==> config.mk <==
export PLATFORM = sky130hd
export DESIGN_NAME = fp_sqrt_iter
export DESIGN_NICKNAME = d
export VERILOG_FILES = /design/src/rtl/fp_sqrt_iter.sv
export SDC_FILE = /design/constraint.sdc
export NUM_CORES = 1
export LEC_CHECK = 0
export ABC_CLOCK_PERIOD_IN_PS = 7100
export CAP_MARGIN = 30
export CORE_MARGIN = 2
export CORE_UTILIZATION = 25
export CTS_CLUSTER_DIAMETER = 40
export DETAILED_ROUTE_END_ITERATION = 10
export PLACE_DENSITY = 0.49
export SLEW_MARGIN = 0
export SYNTH_ARGS = -nofsm -noshare
export SYNTH_HDL_FRONTEND = slang
export SYNTH_SLANG_ARGS = --single-unit
==> constraint.sdc <==
create_clock -name clk -period 7.1 [get_ports clk]
set_input_delay 1.42 -clock clk [delete_from_list [all_inputs] [get_ports clk]]
set_output_delay 1.42 -clock clk [all_outputs]
set_load 0.02 [all_outputs]
==> src/rtl/fp_sqrt_iter.sv <==
// fp_sqrt_iter: parametrised IEEE-754 binary square root, one root bit per cycle.
//
// Restoring digit recurrence over MAN_W+2 root bits (hidden, fraction, guard) with
// subnormal normalisation and special-case bypass. Operations do not overlap.
//
// Parameters:
//   EXP_W  exponent width (bias = 2^(EXP_W-1)-1)
//   MAN_W  stored mantissa width
// Ports:
//   clk, rst_n                    clock (rising edge), asynchronous active-low reset
//   in_valid/in_ready/in_data     operand handshake; in_ready is high only when idle
//   out_valid/out_ready/out_data  result handshake; result held until accepted
//   is_nan, is_pinf, is_ninf      result class flags (is_ninf is never asserted)
//   is_inexact                    result is not exact (guard | sticky)
// Build option:
//   FP_SQRT_RNE_EN  defined: round to nearest even; undefined: truncate.

module fp_sqrt_iter #(
  parameter int unsigned EXP_W = 5,
  parameter int unsigned MAN_W = 10
) (
  input  logic                   clk,
  input  logic                   rst_n,
  input  logic                   in_valid,
  output logic                   in_ready,
  input  logic [EXP_W+MAN_W:0]   in_data,
  output logic                   out_valid,
  input  logic                   out_ready,
  output logic [EXP_W+MAN_W:0]   out_data,
  output logic                   is_nan,
  output logic                   is_pinf,
  output logic                   is_ninf,
  output logic                   is_inexact
);

  localparam int unsigned W   = EXP_W + MAN_W + 1;
  localparam int unsigned SW  = MAN_W + 2;           // significand and root width
  localparam int unsigned XW  = 2 * SW;              // radicand width
  localparam int unsigned RW  = MAN_W + 5;           // partial remainder width
  localparam int unsigned CW  = $clog2(MAN_W + 3);   // iteration counter width
  localparam int unsigned LZW = $clog2(MAN_W + 1);
  localparam int unsigned EW  = EXP_W + LZW + 2;     // signed unbiased exponent width

  localparam logic [EW-1:0] Bias = EW'((1 << (EXP_W - 1)) - 1);
  localparam logic [W-1:0]  QNan = {1'b1, {EXP_W{1'b1}}, 1'b1, {(MAN_W - 1){1'b0}}};

  typedef enum logic [2:0] {StIdle, StUnpack, StCalc, StRound, StDone} state_e;

  state_e          state_q, state_d;
  logic [W-1:0]    op_q, op_d;
  logic [XW-1:0]   x_q, x_d;
  logic [RW-1:0]   rem_q, rem_d;
  logic [SW-1:0]   root_q, root_d;
  logic [CW-1:0]   cnt_q, cnt_d;
  logic [EXP_W-1:0] rexp_q, rexp_d;
  logic [W-1:0]    out_data_q, out_data_d;
  logic            nan_q, nan_d, pinf_q, pinf_d, inexact_q, inexact_d;

  // Leading-zero count of the stored fraction; MAN_W when all zero.
  function automatic logic [LZW-1:0] lzc(input logic [MAN_W-1:0] v);
    logic [LZW-1:0] n;
    n = LZW'(MAN_W);
    for (int i = 0; i < MAN_W; i++) begin
      if (v[i]) n = LZW'(MAN_W - 1 - i);
    end
    return n;
  endfunction

  // Operand classification
  logic             op_sign;
  logic [EXP_W-1:0] op_exp;
  logic [MAN_W-1:0] op_frac;
  logic             exp_max, exp_zero, frac_zero;
  logic             in_nan, in_inf, in_zero;

  assign op_sign   = op_q[W-1];
  assign op_exp    = op_q[W-2:MAN_W];
  assign op_frac   = op_q[MAN_W-1:0];
  assign exp_max   = &op_exp;
  assign exp_zero  = (op_exp == '0);
  assign frac_zero = (op_frac == '0);
  assign in_nan    = exp_max & ~frac_zero;
  assign in_inf    = exp_max & frac_zero;
  assign in_zero   = exp_zero & frac_zero;

  // Normalisation: significand carries the hidden 1 at bit MAN_W, then is made to
  // pair with an even exponent so the root exponent is exactly e/2.
  logic [LZW-1:0] sub_shift;
  logic [SW-1:0]  sig_norm, sig_adj;
  logic [EW-1:0]  e_unb, e_adj, e_half;

  always_comb begin
    sub_shift = lzc(op_frac) + LZW'(1);
    if (exp_zero) begin
      sig_norm = {2'b00, op_frac} << sub_shift;
      e_unb    = EW'(1) - Bias - EW'(sub_shift);
    end else begin
      sig_norm = {2'b01, op_frac};
      e_unb    = EW'(op_exp) - Bias;
    end
    if (e_unb[0]) begin
      sig_adj = sig_norm << 1;
      e_adj   = e_unb - EW'(1);
    end else begin
      sig_adj = sig_norm;
      e_adj   = e_unb;
    end
    e_half = $signed(e_adj) >>> 1;
  end

  // One restoring recurrence step: bring down two radicand bits, try (2q)*2+1.
  logic [RW-1:0] rem_sh, trial;
  logic          take;

  assign rem_sh = {rem_q[RW-3:0], x_q[XW-1:XW-2]};
  assign trial  = {1'b0, root_q, 2'b01};
  assign take   = (rem_sh >= trial);

  // Rounding
  logic guard, sticky, inc;

  assign guard  = root_q[0];
  assign sticky = (rem_q != '0);
`ifdef FP_SQRT_RNE_EN
  assign inc = guard & (sticky | root_q[1]);
`else
  assign inc = 1'b0;
`endif

  always_comb begin
    state_d    = state_q;
    op_d       = op_q;
    x_d        = x_q;
    rem_d      = rem_q;
    root_d     = root_q;
    cnt_d      = cnt_q;
    rexp_d     = rexp_q;
    out_data_d = out_data_q;
    nan_d      = nan_q;
    pinf_d     = pinf_q;
    inexact_d  = inexact_q;

    unique case (state_q)
      StIdle: begin
        if (in_valid) begin
          op_d    = in_data;
          state_d = StUnpack;
        end
      end
      StUnpack: begin
        if (in_nan || (op_sign && !in_zero)) begin
          out_data_d = QNan;
          nan_d      = 1'b1;
          pinf_d     = 1'b0;
          inexact_d  = 1'b0;
          state_d    = StDone;
        end else if (in_inf) begin
          out_data_d = op_q;
          nan_d      = 1'b0;
          pinf_d     = 1'b1;
          inexact_d  = 1'b0;
          state_d    = StDone;
        end else if (in_zero) begin
          out_data_d = op_q;
          nan_d      = 1'b0;
          pinf_d     = 1'b0;
          inexact_d  = 1'b0;
          state_d    = StDone;
        end else begin
          x_d     = {sig_adj, {SW{1'b0}}};
          rem_d   = '0;
          root_d  = '0;
          cnt_d   = '0;
          rexp_d  = EXP_W'(e_half + Bias);
          state_d = StCalc;
        end
      end
      StCalc: begin
        x_d    = x_q << 2;
        rem_d  = take ? (rem_sh - trial) : rem_sh;
        root_d = {root_q[SW-2:0], take};
        cnt_d  = cnt_q + CW'(1);
        if (cnt_q == CW'(SW - 1)) state_d = StRound;
      end
      StRound: begin
        // Whole-word increment lets a fraction carry-out bump the exponent.
        out_data_d = {1'b0, rexp_q, root_q[MAN_W:1]} + W'(inc);
        nan_d      = 1'b0;
        pinf_d     = 1'b0;
        inexact_d  = guard | sticky;
        cnt_d      = '0;
        state_d    = StDone;
      end
      StDone: begin
        if (out_ready) state_d = StIdle;
      end
      default: state_d = StIdle;
    endcase
  end

  always_ff @(posedge clk or negedge rst_n) begin
    if (!rst_n) begin
      state_q    <= StIdle;
      op_q       <= '0;
      x_q        <= '0;
      rem_q      <= '0;
      root_q     <= '0;
      cnt_q      <= '0;
      rexp_q     <= '0;
      out_data_q <= '0;
      nan_q      <= 1'b0;
      pinf_q     <= 1'b0;
      inexact_q  <= 1'b0;
    end else begin
      state_q    <= state_d;
      op_q       <= op_d;
      x_q        <= x_d;
      rem_q      <= rem_d;
      root_q     <= root_d;
      cnt_q      <= cnt_d;
      rexp_q     <= rexp_d;
      out_data_q <= out_data_d;
      nan_q      <= nan_d;
      pinf_q     <= pinf_d;
      inexact_q  <= inexact_d;
    end
  end

  assign in_ready   = (state_q == StIdle);
  assign out_valid  = (state_q == StDone);
  assign out_data   = out_data_q;
  assign is_nan     = nan_q;
  assign is_pinf    = pinf_q;
  assign is_ninf    = 1'b0;
  assign is_inexact = inexact_q;

endmodule

### Word level (Yosys, flattened, before mapping)

Cells that the tools add are included.

| storage, ports and cells | value |
|---|---|
| input port bits | 20 |
| register bits | 98 |
| output and inout port bits | 22 |

| operators by class | value |
|---|---|
| shifts and indexed selects | 1 |
| mux-type cells | 51 |
| $lt $le $gt $ge | 1 |
| reduce and logical (&&, ||, !) cells | 17 |
| $add $sub $neg | 7 |
| bitwise operators | 8 |
| equality and inequality tests | 12 |

Operator list:

| operator | number |
|---|---|
| 24-bit 2-to-1 mux | 3 |
| 12-bit 2-to-1 mux | 5 |
| 15-bit 2-to-1 mux | 4 |
| 16-bit 2-to-1 mux | 3 |
| 24-bit one-hot mux with 2 select lines | 1 |
| 4-bit 2-to-1 mux | 11 |
| 16-bit one-hot mux with 2 select lines | 1 |
| 15-bit one-hot mux with 2 select lines | 1 |
| 12-bit one-hot mux with 2 select lines | 1 |
| 3-bit 2-to-1 mux | 6 |
| 15-bit by 14-bit >= comparator with 1-bit output | 1 |
| 3-bit one-hot mux with 5 select lines | 1 |
| 15-bit nonzero test | 1 |
| 15-bit by 14-bit subtractor with 15-bit output | 1 |
| 6-bit 2-to-1 mux | 2 |
| 4-bit one-hot mux with 3 select lines | 1 |
| 4-bit AND reduction | 3 |
| 10-bit by 4-bit << shifter with 12-bit output | 1 |
| 10-bit zero test | 1 |
| 2-bit inequality test (second input constant) | 5 |
| 4-bit by 1-bit adder with 4-bit output (second input constant) | 2 |
| 3-bit by 2-bit equality test with 1-bit output (second input constant) | 2 |
| 1-bit 2-to-1 mux | 6 |
| 1-bit one-hot mux with 2 select lines | 3 |
| other kinds (23) | 31 |

### Longest topological paths before layout

Gate-level depths: netlist (run 1).

| logic depth | value |
|---|---|
| depth in word-level cells | 18 |
| gate-level depth with buffers | 15 |
| mapped depth without buffers | 12 |

### Least setup slack after synthesis (run 1)

Ideal clock, no wire load.

| path | value |
|---|---|
| path kind | register to register |
| start point | reg op_q[1] |
| end point | reg rexp_q[2] |
| path slack | 3.889 ns |
| arrival | 3.086 ns |
| data required time | 6.975 ns |
| clock period less this slack | 3.211 ns |
| cell stages (with the launch flop) | 14 |
| cell sequence | dfrtp_1 > buf_6 > nand2b_1 > a221o_1 > a21o_4 > buf_6 > ha_1 > buf_1 > buf_2 > xnor2_1 > mux2i_1 > ha_1 > xor2_1 > mux2_4 |

| on the way | value |
|---|---|
| longest elaborated chain between the ends | 15 |

RTL lines:

| item | RTL line | RTL |
|---|---|---|
| start, declared | 50 | `logic [W-1:0] op_q, op_d;` |
| start signal, assigned | 216 | `op_q <= op_d;` |
| 2-bit 2-to-1 mux | 64 | `if (v[i]) n = LZW'(MAN_W - 1 - i);` |
| 4-bit 2-to-1 mux (8 in series) | 64 |  |
| 4-bit by 1-bit adder with 4-bit output | 93 | `sub_shift = lzc(op_frac) + LZW'(1);` |
| 5-bit by 5-bit subtractor with 6-bit output | 96 | `e_unb = EW'(1) - Bias - EW'(sub_shift);` |
| 6-bit 2-to-1 mux | 94 | `if (exp_zero) begin` |
| 6-bit by 1-bit subtractor with 6-bit output | 103 | `e_adj = e_unb - EW'(1);` |
| 6-bit 2-to-1 mux | 101 | `if (e_unb[0]) begin` |
| 5-bit adder | 174 | `rexp_d = EXP_W'(e_half + Bias);` |
| end signal, assigned | 221 | `rexp_q <= rexp_d;` |
| end, declared | 55 | `logic [EXP_W-1:0] rexp_q, rexp_d;` |

Several ways; a longest one is shown, not always the timed one.
A chain may end at the register's enable or synchronous reset.

### Worst setup path in the final report (run 1)

| path | value |
|---|---|
| start point | reg op_q[1] |
| end point | reg x_q[21] |

| on the way | value |
|---|---|
| longest elaborated chain between the ends | 17 |

RTL lines:

| item | RTL line | RTL |
|---|---|---|
| 2-bit 2-to-1 mux | 64 |  |
| 4-bit 2-to-1 mux (8 in series) | 64 |  |
| 4-bit by 1-bit adder with 4-bit output | 93 |  |
| 5-bit by 5-bit subtractor with 6-bit output or 10-bit by 4-bit << shifter with 12-bit output (tied branches) | 96, 95 |  |
| 6-bit 2-to-1 mux or 12-bit 2-to-1 mux (tied branches) | 94 |  |
| 12-bit 2-to-1 mux | 101 |  |
| 24-bit 2-to-1 mux | 163 | `end else if (in_zero) begin` |
| 24-bit 2-to-1 mux | 157 | `end else if (in_inf) begin` |
| 24-bit 2-to-1 mux | 151 | `if (in_nan \|\| (op_sign && !in_zero)) begin` |
| 24-bit one-hot mux with 2 select lines | 143 | `unique case (state_q)` |
| end signal, assigned | 205 | `x_q <= '0;` |
| end signal, assigned | 217 | `x_q <= x_d;` |
| end, declared | 51 | `logic [XW-1:0] x_q, x_d;` |

Several ways; a longest one is shown, not always the timed one. The select of a mux whose other input is x is not followed.

==> flow_metrics.env, run 1 <==
export IMPL_crit_required_ps=7320
export IMPL_h_tree_depth=3
export IMPL_synthAdderAreaFrac=0.0490
export IMPL_start_util=0.255
export IMPL_hold_buffers=0
export IMPL_critical_path_class="reg2reg"
export IMPL_grt_overflow_total=0
export IMPL_post_route_cells_drive_above_1_share=0.0893
export IMPL_fillCellCount=2193
export IMPL_pwr_share_comb=0.598
export IMPL_num_rows=53
export IMPL_viasPerCell=5.19
export IMPL_cts_max_path_buffers=2
export IMPL_synth_top_area_frac=0.401
export IMPL_wl_um=14500
export IMPL_path_clk_slew_ps=70
export IMPL_outcome="complete, no violations"
export IMPL_ys_top_cells_by_area="dfrtp_1 (40%), o21ai_0 (5.3%), ha_1 (4.9%), nand2_1 (4.1%), nor2_1 (3.4%)"
export IMPL_cts_root_buf="clkbuf_16"
export IMPL_fin_nets=663
export IMPL_drv_slew=0
export IMPL_die_h_um=150
export IMPL_ys_seq_area_frac=0.401
export IMPL_cts_tree="yes"
export IMPL_synth_cell_types=78
export IMPL_synthSimpleGateAreaFrac=0.183
export IMPL_async_flop_share=1.00
export IMPL_synth_xor_area_frac=0.0387
export IMPL_synth_cell_area_sq_um=5370
export IMPL_area_delta_synth_final_pct=17.1
export IMPL_min_period_ps=3740
export IMPL_p_clk_frac=0.139
export IMPL_num_vias=4681
export IMPL_synth_compound_area_frac=0.226
export IMPL_grt_max_degree=56
export IMPL_relSlewSlack=0.423
export IMPL_die_area_sq_um=22600
export IMPL_synth_ff_type="dfrtp_1"
export IMPL_rsz0062_at_grt="no"
export IMPL_gp_congestion=0.884
export IMPL_syn_instance_count=600
export IMPL_dpl_hpwl_um=10600
export IMPL_ys_seq_elements=86
export IMPL_synth_top_family_by_area="compound AO/OA/AOI/OAI gates"
export IMPL_power_density_nw_per_um2=549
export IMPL_min_path_type="reg2reg"
export IMPL_chipWidth_um=150
export IMPL_tightest_slew_ps=865
export IMPL_cp_arrival_ps=3960
export IMPL_synth_top_cell_by_area="dfrtp_1"
export IMPL_io_pins=42
export IMPL_syn_nets=641
export IMPL_drtIter0Drc=310
export IMPL_ant_nets=0
export IMPL_max_freq_mhz=267
export IMPL_cts_setup_buffers=0
export IMPL_grt_pass1_wl_um=24200
export IMPL_setup_violations=0
export IMPL_switchingPower_mw=1.65
export IMPL_antenna_found_initial=0
export IMPL_period_share=0.527
export IMPL_fin_util=0.299
export IMPL_yosys_warnings=0
export IMPL_start_kind="flip-flop"
export IMPL_io_buffers=40
export IMPL_placeableCoreArea_sq_um=21000
export IMPL_firstDrtPassIters=5
export IMPL_num_antenna_cells=0
export IMPL_finalHoldViolCount=0
export IMPL_cts_buffers=9
export IMPL_grtUsageTotal=0.135
export IMPL_leakagePower_nw=2.59
export IMPL_drc=0
export IMPL_grt_pass1_vias=4657
export IMPL_cts_sinks=86
export IMPL_netSwitchingFraction=0.479
export IMPL_synth_edf_count=0
export IMPL_max_vdd_ir_drop_v=0.000171
export IMPL_fin_tns_setup_ps=0
export IMPL_maxCapViolations=0
export IMPL_p_int_mw=1.80
export IMPL_synth_most_common_cell="dfrtp_1"
export IMPL_fin_skew_ps=10.3
export IMPL_synth_mux_area_frac=0.0485
export IMPL_synth_top_cells_by_count="dfrtp_1 (86), nand2_1 (59), o21ai_0 (57)"
export IMPL_seqPwrFrac=0.263
export IMPL_worst_path_max_fanout=23
export IMPL_post_drt_wl_per_cell_um=16.1
export IMPL_insertion_delay_ps=350
export IMPL_crit_path_end_kind="flip-flop"
export IMPL_postCtsResizedCells=0
export IMPL_synth_avg_cell_area_sq_um=8.94
[registers in the layout (all words and copies together) (netlist names), 3 cells and up]
name,flops
rexp_q,5
op_q,16
x_q,12
state_q,3
rem_q,15
root_q,12
out_data,16
cnt_q,4
[routing by layer]
metal | global-route usage | wire (um) | share of wire | up-vias
met3 | 0.0267 | 554 | 0.038 | 21
met4 | 0.0467 | 263 | 0.018 | 0
met2 | 0.220 | 7020 | 0.48 | 120
li1 | - | - | - | 2224
met5 | 0 | 0 | 0 | -
met1 | 0.177 | 6700 | 0.46 | 2316
[critical path, cell delays in order, from the launching register on]
cell and delay, ps:
dfrtp_1 490, nand2b_1 190, a221o_1 360, a21o_4 310, ha_1 790, inv_1 300, and3_1 250, a211oi_1 170
o221ai_1 170, a2bb2oi_2 180, a222oi_1 300, o21ai_1 100
[cell usage in the layout (no fill, tap or decap), types with 3 or more instances in the layout]
cell,Yosys,final
dfrtp_1,86,86
nand2_1,59,59
o21ai_0,57,57
nor2_1,48,48
clkdlybuf4s50_1,0,39
a21oi_1,29,29
nand3_1,28,28
inv_1,25,25
ha_1,21,21
xnor2_1,14,14
mux2i_1,11,11
nand2b_1,10,10
nor3_1,11,10
mux2_2,10,10
a31oi_1,9,9
clkbuf_16,0,9
a211oi_1,8,8
and3_1,8,8
o21ai_1,8,8
buf_4,3,8
a21o_1,7,7
nor4_1,6,6
nand4_1,6,6
xor2_1,6,6
o22ai_1,6,6
a22oi_1,5,5
or3_1,4,4
o21a_1,4,4
nor2b_1,4,4
a22o_1,4,4
o221ai_1,4,4
a221oi_1,4,4
o41ai_1,3,3
or2_2,3,3
o211ai_1,3,3
o31ai_1,3,3
[stage by stage]
step | std cells | total power, mW | hold slack (ps) | setup slack [ps] | instance area [sq um]
after floorplan | 600 | 2.45 | 447 | 3890 | 5370
after global placement | 885 | 2.95 | 464 | 3450 | 5980
after detailed placement | 886 | 2.96 | 477 | 3400 | 5980
after CTS | 902 | 3.46 | 491 | 3380 | 6280
after global routing | 902 | 3.73 | 514 | 3110 | 6280
final | 902 | 3.45 | 486 | 3360 | 6280
[path summary, 6_finish.rpt]
kind                                         start                      end  slack, ps  cells past startpoint
max                            op_q[1]$_DFFE_PN0P_      x_q[21]$_DFFE_PN0P_       3360                     11
min                        out_data[2]$_DFFE_PN0P_  out_data[2]$_DFFE_PN0P_        490                      2
max reg2reg                    op_q[1]$_DFFE_PN0P_      x_q[21]$_DFFE_PN0P_       3360                     11
min reg2reg                out_data[2]$_DFFE_PN0P_  out_data[2]$_DFFE_PN0P_        490                      2
max in group asynchronous                    rst_n     op_q[10]$_DFFE_PN0P_       5030                      2
min in group asynchronous                    rst_n     rem_q[9]$_DFFE_PN0P_       1010                      1
[cell type report]
cell class / instances / area, sq um / share of cell area
inverter: 27 / 101 / 0.0161
tap: 275 / 344 / 0.0548
clock inverter: 7 / 72.6 / 0.0116
multi-input combinational: 451 / 2940 / 0.467
clock buffer: 9 / 225 / 0.0358
sequential: 86 / 2150 / 0.343
timing repair buffer: 47 / 450 / 0.0717
[power by group through the flow]
stage	Clock (mW)	Sequential [mW]	Combinational (mW)
final	0.481	0.907	2.06
after global routing	0.511	0.935	2.29
after CTS	0.495	0.906	2.06
after detailed placement	0	0.913	2.05
after global placement	0	0.906	2.04
after floorplan	0	0.830	1.62
[cell families (layout without fill, tap and decap cells)]
kind of cell / after synthesis / in the layout
AND/OR/NAND/NOR: 201 / 201
other: 1 / 1
AO/OA/AOI/OAI: 183 / 183
flip-flops: 86 / 86
multiplexers: 23 / 23
buffers and inverters: 63 / 90
XOR/XNOR: 22 / 22
adder cells (fa/ha/maj): 21 / 21
No activity file was read; power rests on OpenSTA's default activity.
==> inputs of run 2 (changes only) <==
ABC_CLOCK_PERIOD_IN_PS = 3600   (was 7100)
clock period = 3.6 ns   (was 7.1 ns; I/O delays follow)
==> run 2 against run 1 <==
Effect of this change: global-route usage barely moved; die area stayed put; flip-flop and latch count is the same.
==> flow_metrics.env, run 2 (synthesized netlist as in run 1, its figures left out) <==
export IMPL_layout_commonest_cell="dfrtp_1"
export IMPL_ant_nets=0
export IMPL_p_clk_frac=0.156
export IMPL_drtIter0Drc=324
export IMPL_power_density_nw_per_um2=1100
export IMPL_num_vias=4605
export IMPL_final_cell_area_sq_um=6500
export IMPL_post_drt_wl_per_cell_um=15.9
export IMPL_num_antenna_cells=0
export IMPL_worst_path_max_fanout=14
export IMPL_period_share=0.938
export IMPL_cts_buffers=9
export IMPL_switchingPower_mw=3.25
export IMPL_tightest_slew_ps=738
export IMPL_num_rows=53
export IMPL_leakagePower_nw=2.71
export IMPL_insertion_delay_ps=340
export IMPL_cts_tree="yes"
export IMPL_setup_violations=0
export IMPL_placeableCoreArea_sq_um=21000
export IMPL_cts_setup_buffers=0
export IMPL_wl_um=14600
export IMPL_crit_path_end_kind="flip-flop"
export IMPL_io_pins=42
export IMPL_fin_util=0.309
export IMPL_gp_congestion=0.869
export IMPL_critical_path_class="reg2reg"
export IMPL_start_kind="flip-flop"
export IMPL_outcome="complete, no violations"
export IMPL_io_buffers=40
export IMPL_chipWidth_um=150
export IMPL_viasPerCell=5.01
export IMPL_postCtsResizedCells=0
export IMPL_fin_skew_ps=5.67
export IMPL_drc=0
export IMPL_maxCapViolations=0
export IMPL_pwr_share_comb=0.606
export IMPL_path_clk_slew_ps=60
export IMPL_fin_nets=682
export IMPL_rsz0062_at_grt="no"
export IMPL_groute_layer_met2_usage=0.231
export IMPL_cts_root_buf="clkbuf_16"
export IMPL_grtUsageTotal=0.135
export IMPL_hold_buffers=0
export IMPL_post_route_cells_drive_above_1_share=0.115
export IMPL_relSlewSlack=0.506
export IMPL_die_h_um=150
export IMPL_seqPwrFrac=0.238
export IMPL_post_place_ws_ps=202
export IMPL_firstDrtPassIters=5
export IMPL_p_int_mw=3.94
export IMPL_min_path_type="in2async"
export IMPL_final_cell_mix="dfrtp_1 (86), nand2_1 (59), o21ai_0 (57)"
export IMPL_finalHoldViolCount=0
export IMPL_min_period_ps=3380
export IMPL_fin_tns_setup_ps=0
export IMPL_grt_max_degree=53
export IMPL_grt_pass1_vias=4663
export IMPL_crit_required_ps=3830
export IMPL_max_freq_mhz=296
export IMPL_grt_use_met3=0.0279
export IMPL_netSwitchingFraction=0.452
export IMPL_grt_util_met1=0.173
export IMPL_grt_busiest_layer="met2"
export IMPL_start_util=0.255
export IMPL_cts_sinks=86
export IMPL_area_delta_synth_final_pct=21.2
export IMPL_grt_overflow_total=0
export IMPL_die_area_sq_um=22600
export IMPL_h_tree_depth=3
export IMPL_antenna_found_initial=0
export IMPL_max_vdd_ir_drop_v=0.000394
export IMPL_postPlaceCellArea_sq_um=6140
export IMPL_grt_pass1_wl_um=24300
export IMPL_fin_ws_ps=225
export IMPL_cts_max_path_buffers=2
export IMPL_dpl_hpwl_um=11100
export IMPL_cp_arrival_ps=3600
export IMPL_drv_slew=0
[run 2: changes by cell type in the layout (fill, tap and decap cells not counted), moves of 2 or more]
cell	before	now
clkinvlp_4	2	0
buf_4	8	26
clkinv_2	2	0
bufinv_16	1	4
clkbuf_1	0	2
[run 2: path summary, 6_finish.rpt]
check                           cells past startpoint  slack, ps                    start                 endpoint
worst max register to register                     11        220      op_q[3]$_DFFE_PN0P_    rexp_q[2]$_DFFE_PN0P_
min in group clk                                    2        480  out_data[3]$_DFFE_PN0P_  out_data[3]$_DFFE_PN0P_
worst min register to register                      2        480  out_data[3]$_DFFE_PN0P_  out_data[3]$_DFFE_PN0P_
worst max-delay path                               11        220      op_q[3]$_DFFE_PN0P_    rexp_q[2]$_DFFE_PN0P_
max in group asynchronous                           2       2410                    rst_n     rem_q[1]$_DFFE_PN0P_
worst min-delay path                                1        450                    rst_n    root_q[8]$_DFFE_PN0P_
[run 2: worst max-delay path, stage by stage, from the launching register on]
cell and delay [ps]:
dfrtp_1 490, a221o_1 470, a21o_4 320, ha_1 440, buf_4 240, a21oi_1 190, a31oi_2 80, and3_1 210
mux2i_1 250, nand2_1 130, xor2_1 170, mux2_4 260
[run 2: cell type report]
cell class,instances,area (sq um)
Sequential cell,86,2150
Multi-Input combinational cell,451,2950
Clock buffer,11,233
Clock inverter,4,120
Inverter,27,101
Timing Repair Buffer,66,606
Tap cell,275,344
Fill cell,2198,14500
[run 2: power by group through the flow]
stage          clock, mW  combinational (mW)  sequential, mW
2_1_floorplan          0                3.20            1.64
3_3_place_gp           0                4.31            1.72
3_5_place_dp           0                4.32            1.73
4_1_cts             1.15                4.34            1.72
5_1_grt             1.19                4.84            1.78
6_report            1.12                4.36            1.71
[run 2: metrics by stage]
stage	std cells	hold WS (ps)	power, mW
2_1_floorplan	600	424	4.83
3_3_place_gp	905	464	6.03
3_5_place_dp	905	470	6.05
4_1_cts	920	473	7.21
5_1_grt	920	505	7.81
6_report	920	448	7.19
[run 2: metal layers]
metal	vias up	routed length (um)	part of all wire
li1	2259	-	-
met3	14	555	0.038
met5	-	0	0
met1	2240	6560	0.45
met4	0	190	0.013
met2	92	7330	0.50
